### src/rtl/ad_clock_125m_gen.sv
`timescale 1ns/100ps
// ad_clock_125m_gen
// Qualifies a reference clock (clkin1) against a fast timebase (clk_tb) and,
// once the reference has shown LOCK_COUNT consecutive in-tolerance periods,
// emits a divided clock (clk_tb / OUT_DIV) and a lock indicator.
//
// Ports:
//   clk_tb   in   timebase clock, every register is on its rising edge
//   rst_n    in   asynchronous active-low reset
//   clkin1   in   reference clock, asynchronous to clk_tb
//   clkout0  out  clk_tb / OUT_DIV, 50% duty, held low while unlocked
//   pll_lock out  registered lock indicator
module ad_clock_125m_gen #(
  parameter int CLKIN_NOM  = 10,
  parameter int CLKIN_TOL  = 1,
  parameter int LOCK_COUNT = 64,
  parameter int OUT_DIV    = 4,
  parameter int CNT_W      = 8
) (
  input  logic clk_tb,
  input  logic rst_n,
  input  logic clkin1,
  output logic clkout0,
  output logic pll_lock
);

  localparam int GOOD_W = $clog2(LOCK_COUNT + 1);
  localparam int DIV_W  = (OUT_DIV > 2) ? $clog2(OUT_DIV) : 1;
  localparam int PER_LO = (CLKIN_NOM > CLKIN_TOL) ? (CLKIN_NOM - CLKIN_TOL) : 0;
  localparam int PER_HI = CLKIN_NOM + CLKIN_TOL;

  localparam logic [CNT_W-1:0]  PER_LO_C = CNT_W'(PER_LO);
  localparam logic [CNT_W-1:0]  PER_HI_C = CNT_W'(PER_HI);
  localparam logic [CNT_W-1:0]  PER_MAX  = '1;
  localparam logic [GOOD_W-1:0] LOCK_C   = GOOD_W'(LOCK_COUNT);
  localparam logic [DIV_W-1:0]  DIV_LAST = DIV_W'(OUT_DIV - 1);
  localparam logic [DIV_W-1:0]  DIV_HALF = DIV_W'(OUT_DIV / 2);

  logic              sync1, sync2, sync3;
  logic              clkin_rise;
  logic [CNT_W-1:0]  per_cnt;
  logic              first_seen;
  logic [GOOD_W-1:0] good_cnt;
  logic [DIV_W-1:0]  div_cnt;

  logic              period_ok;
  logic              good_edge;
  logic              bad_event;
  logic              lock_next;
  logic [DIV_W-1:0]  div_next;
  logic              clk_next;

  // Two synchroniser flops, the third only remembers the previous level.
  always_ff @(posedge clk_tb or negedge rst_n) begin
    if (!rst_n) begin
      sync1 <= 1'b0;
      sync2 <= 1'b0;
      sync3 <= 1'b0;
    end else begin
      sync1 <= clkin1;
      sync2 <= sync1;
      sync3 <= sync2;
    end
  end

  assign clkin_rise = sync2 & ~sync3;

  // per_cnt holds the length of the current reference period; on a rise it
  // is the measured period and restarts at 1.
  always_ff @(posedge clk_tb or negedge rst_n) begin
    if (!rst_n) begin
      per_cnt    <= '0;
      first_seen <= 1'b0;
    end else begin
      if (clkin_rise) begin
        per_cnt    <= CNT_W'(1);
        first_seen <= 1'b1;
      end else if (per_cnt != PER_MAX) begin
        per_cnt <= per_cnt + CNT_W'(1);
      end
    end
  end

  assign period_ok = (per_cnt >= PER_LO_C) && (per_cnt <= PER_HI_C);

  // The first rise after reset has no valid start point, so it is not judged.
  // Without a rise, a period that has already run past the upper bound is a
  // stopped reference and counts as bad on every cycle until a rise arrives.
  always_comb begin
    good_edge = 1'b0;
    bad_event = 1'b0;
    if (clkin_rise) begin
      if (first_seen) begin
        good_edge = period_ok;
        bad_event = ~period_ok;
      end
    end else if (first_seen && (per_cnt > PER_HI_C)) begin
      bad_event = 1'b1;
    end
  end

  always_ff @(posedge clk_tb or negedge rst_n) begin
    if (!rst_n) begin
      good_cnt <= '0;
    end else if (bad_event) begin
      good_cnt <= '0;
    end else if (good_edge && (good_cnt != LOCK_C)) begin
      good_cnt <= good_cnt + GOOD_W'(1);
    end
  end

  // A bad event wins over a saturated good count in the same cycle.
  always_comb begin
    lock_next = pll_lock;
    if (bad_event) begin
      lock_next = 1'b0;
    end else if (good_cnt == LOCK_C) begin
      lock_next = 1'b1;
    end
  end

  // The divider only runs while locked, so the first high phase always starts
  // one cycle after lock rises.
  always_comb begin
    div_next = '0;
    if (pll_lock) begin
      div_next = (div_cnt == DIV_LAST) ? '0 : (div_cnt + DIV_W'(1));
    end
    clk_next = pll_lock && (div_cnt < DIV_HALF);
  end

  always_ff @(posedge clk_tb or negedge rst_n) begin
    if (!rst_n) begin
      pll_lock <= 1'b0;
      div_cnt  <= '0;
      clkout0  <= 1'b0;
    end else begin
      pll_lock <= lock_next;
      div_cnt  <= div_next;
      clkout0  <= clk_next;
    end
  end

endmodule

### config.mk
export PLATFORM = sky130hd
export DESIGN_NAME = ad_clock_125m_gen
export DESIGN_NICKNAME = d
export VERILOG_FILES = /design/src/rtl/ad_clock_125m_gen.sv
export SDC_FILE = /design/constraint.sdc
export NUM_CORES = 1
export LEC_CHECK = 0
export CAP_MARGIN = 20
export CORE_MARGIN = 5
export CORE_UTILIZATION = 54
export DETAILED_ROUTE_END_ITERATION = 10
export DONT_BUFFER_PORTS = 1
export PLACE_DENSITY = 0.72
export SYNTH_ARGS = -nofsm -noshare
export SYNTH_HDL_FRONTEND = slang
export SYNTH_SLANG_ARGS = --single-unit
### constraint.sdc
create_clock -name clk_tb -period 1.7 [get_ports clk_tb]
set_input_delay 0 -clock clk_tb [delete_from_list [all_inputs] [get_ports clk_tb]]
set_output_delay 0 -clock clk_tb [all_outputs]
set_load 0.01 [all_outputs]
==> impl_metrics.env <==
export IMPL_outcome="completed"
export IMPL_synth_edf_count=0
export IMPL_ant_nets=0
export IMPL_grt_pass1_wl_um=4140
export IMPL_grt_start_max_net_pins=24
export IMPL_clkSinkCount=23
export IMPL_leakage_nw=0.633
export IMPL_register_area_um2=576
export IMPL_yosysWarningCount=0
export IMPL_synthCells=106
export IMPL_setup_worst_path_start_class="flip-flop"
export IMPL_cap_violations=0
export IMPL_whs_ps=45.2
export IMPL_synth_yosys_seq_area_share=0.499
export IMPL_largest_reg_flops=8
export IMPL_cts_buffers=3
export IMPL_top_register="per_cnt"
export IMPL_cp_max_fo=7
export IMPL_period_needed_ps=1670
export IMPL_worstReg2RegEnd="good_cnt[3]"
export IMPL_muxShareOfSynthArea=0.00869
export IMPL_slowest_stage="or4_4"
export IMPL_setup_viol=0
export IMPL_finalHoldViolCount=0
export IMPL_synthXorXnorAreaFrac=0.0152
export IMPL_root_buffer="clkbuf_4"
export IMPL_r2r_cells=4
export IMPL_clk_pin_slew_ps=120
export IMPL_core_rowCount=16
export IMPL_end_kind="flip-flop"
export IMPL_insertion_delay_ps=310
export IMPL_routed_wirelength_um=2370
export IMPL_avgRoutedWirePerCell_um=15.4
export IMPL_die_h_um=56.2
export IMPL_start_util=0.576
export IMPL_worst_pin_slew_ps=422
export IMPL_grtUsageMet3=0.0348
export IMPL_path_cells="nor4_4 > nand4_4 > or4_4 > a21oi_2"
export IMPL_die_width_um=56.2
export IMPL_drc_errors=0
export IMPL_layout_setup_ws_ps=31.8
export IMPL_reg_top3="per_cnt (8), good_cnt (7), div_cnt (2)"
export IMPL_ys_async_sr_fraction=1.00
export IMPL_hold_path_class="primary input to asynchronous set/reset pin"
export IMPL_multiInputGateArea_um2=594
export IMPL_rsz0062_at_grt="yes"
export IMPL_rrSetupSlack_ps=30
export IMPL_netlist_area_um2=1150
export IMPL_synth_compound_gate_area_share=0.152
export IMPL_max_stage_delay_ps=510
export IMPL_grt_use_met1=0.186
export IMPL_ys_types=34
export IMPL_place_ws_ps=-28.8
export IMPL_fin_crit_sh=0.981
export IMPL_syn_avg_cell_area_um2=10.9
export IMPL_synthAdderAreaFrac=0.0651
export IMPL_routabilityCongestion=0.858
export IMPL_dp_hpwl_um=1630
export IMPL_critPathKind="flip-flop to flip-flop"
export IMPL_drtPass1Iterations=6
export IMPL_antennaDiodeCount=0
export IMPL_vias=915
export IMPL_track_usage=0.166
export IMPL_port_buffers=0
export IMPL_synth_simple_area_share=0.236
export IMPL_ir_drop_uv=563
export IMPL_die_area_um2=3160
export IMPL_area_growth_pct=22.9
export IMPL_power_density_nw_per_um2=973
export IMPL_slew_headroom=0.718
export IMPL_cts_tree="yes"
export IMPL_finalMaxSlewViolations=0
export IMPL_cts_buffer_depth=2
export IMPL_met2_usage=0.287
export IMPL_busiest_layer="met2"
export IMPL_syn_nets=115
export IMPL_grt_pass1_vias=990
export IMPL_nFillCells=143
export IMPL_critPathArrivalTime_ps=1910
export IMPL_fin_nets=137
export IMPL_required_ps=1950
export IMPL_first_iter_violations=15
export IMPL_r2r_start="per_cnt[6]"
export IMPL_avgViaCountPerCell=5.94
export IMPL_max_freq_mhz=599
export IMPL_core_region_area_um2=2000
export IMPL_gr_total_overflow=0
export IMPL_synth_top_family_by_area="simple AND/OR/NAND/NOR gates"
export IMPL_synth_main_ff_cell="dfrtp_1"
export IMPL_drive_above_1_share=0.260
export IMPL_ys_ff_latch=23
export IMPL_num_io_pins=5
export IMPL_htree_levels=1
export IMPL_skew_ps=1.89
export IMPL_antenna_found_initial=0
## what timing repair did
action,4_1_cts,5_1_grt
pin swaps,4,4
endpoints found under the hold margin,24,0
gates cloned,0,0
gates resized for setup,2,7
hold buffers,2,0
endpoints found under the setup margin,3,12
setup buffers,4,1
## power breakdown
| group | internal [mW] | leakage, nW | total (mW) | switching, mW |
|---|---|---|---|---|
| clock | 0.0916 | 0.0150 | 0.251 | 0.160 |
| combinational | 0.219 | 0.317 | 0.459 | 0.240 |
| sequential | 0.601 | 0.302 | 0.668 | 0.0664 |
| total | 0.911 | 0.633 | 1.38 | 0.466 |
## layer usage
metal / vias up / routed length [um]
met5: - / 0
met4: 0 / 76
met3: 10 / 68
met2: 16 / 1220
met1: 445 / 999
li1: 444 / -
## stage by stage
stage	power, mW	cell area, um2	std cells	utilization	TNS [ps]
floorplan	0.922	1150	106	-	0
global placement	1.03	1260	142	0.629	0
detailed placement	1.06	1260	142	0.629	-30.3
CTS	1.35	1340	152	0.671	-3.63
global route	1.47	1420	154	0.708	-131
finish	1.38	1420	154	0.708	0
## cell usage after synthesis (all sizes together) (2+ instances only)
master | instances | area share
a21oi | 8 | 0.035
nand3 | 4 | 0.017
xnor2 | 2 | 0.015
or4 | 4 | 0.026
nor3 | 2 | 0.0087
nor2 | 5 | 0.016
nand4 | 3 | 0.029
inv | 5 | 0.016
and4 | 3 | 0.024
a211oi | 2 | 0.013
o21ai | 3 | 0.013
o31ai | 4 | 0.026
nand2b | 3 | 0.016
nor4 | 2 | 0.024
dfrtp | 23 | 0.50
nor2b | 3 | 0.016
a31oi | 6 | 0.033
ha | 6 | 0.065
nand3b | 2 | 0.013
nand2 | 5 | 0.016
## critical path, delay by kind of cell, from the launching register on
family | cells | cell delay (ps)
simple gates | 3 | 1030
flops | 1 | 420
compound gates | 1 | 150
## cell type report
class                           instances  share of cell area
Clock buffer                            4              0.0186
Timing Repair Buffer                   19               0.118
Tap cell                               27              0.0239
Multi-Input combinational cell         76               0.420
Inverter                                5              0.0133
Sequential cell                        23               0.406
## cell families (layout without fill, tap and decap cells)
kind of cell               after synthesis  after routing
DFF                                     23             23
xor gates and xnor gates                 2              2
AOI/OAI and AO/OA                       27             27
adders and majority gates                6              6
muxes                                    1              1
and+or+nand+nor                         40             40
buffers and inverters                    7             28
## worst max-delay path by stage
stage                          start           to  slack [ps]  cells after the start
after detailed placement  per_cnt[6]  good_cnt[3]         -30                      4
final                     per_cnt[6]  good_cnt[3]          30                      4
after CTS                 per_cnt[0]  good_cnt[3]          -4                      6
after floorplan           per_cnt[6]  good_cnt[5]          20                      4
after global routing      per_cnt[6]  good_cnt[4]         -50                      4
after global placement    per_cnt[6]  good_cnt[5]          20                      4
## placed cells by master (no fill, tap or decap), types with 2 or more instances in the layout
cell type,instances
nand2_1,5
nand3_1,4
inv_1,5
nor2b_1,3
a21oi_1,6
a21oi_2,2
buf_4,16
or4_4,2
o21ai_0,3
or4_1,2
dfrtp_1,23
nor3_1,2
nor4_4,2
nand4_1,2
a31oi_1,5
dlygate4sd3_1,2
a211oi_1,2
nor2_1,5
ha_1,6
nand2b_1,2
nand3b_1,2
o31ai_1,4
xnor2_1,2
clkbuf_4,3
and4_1,2
Note: power is estimated with default switching activity, not from simulation.
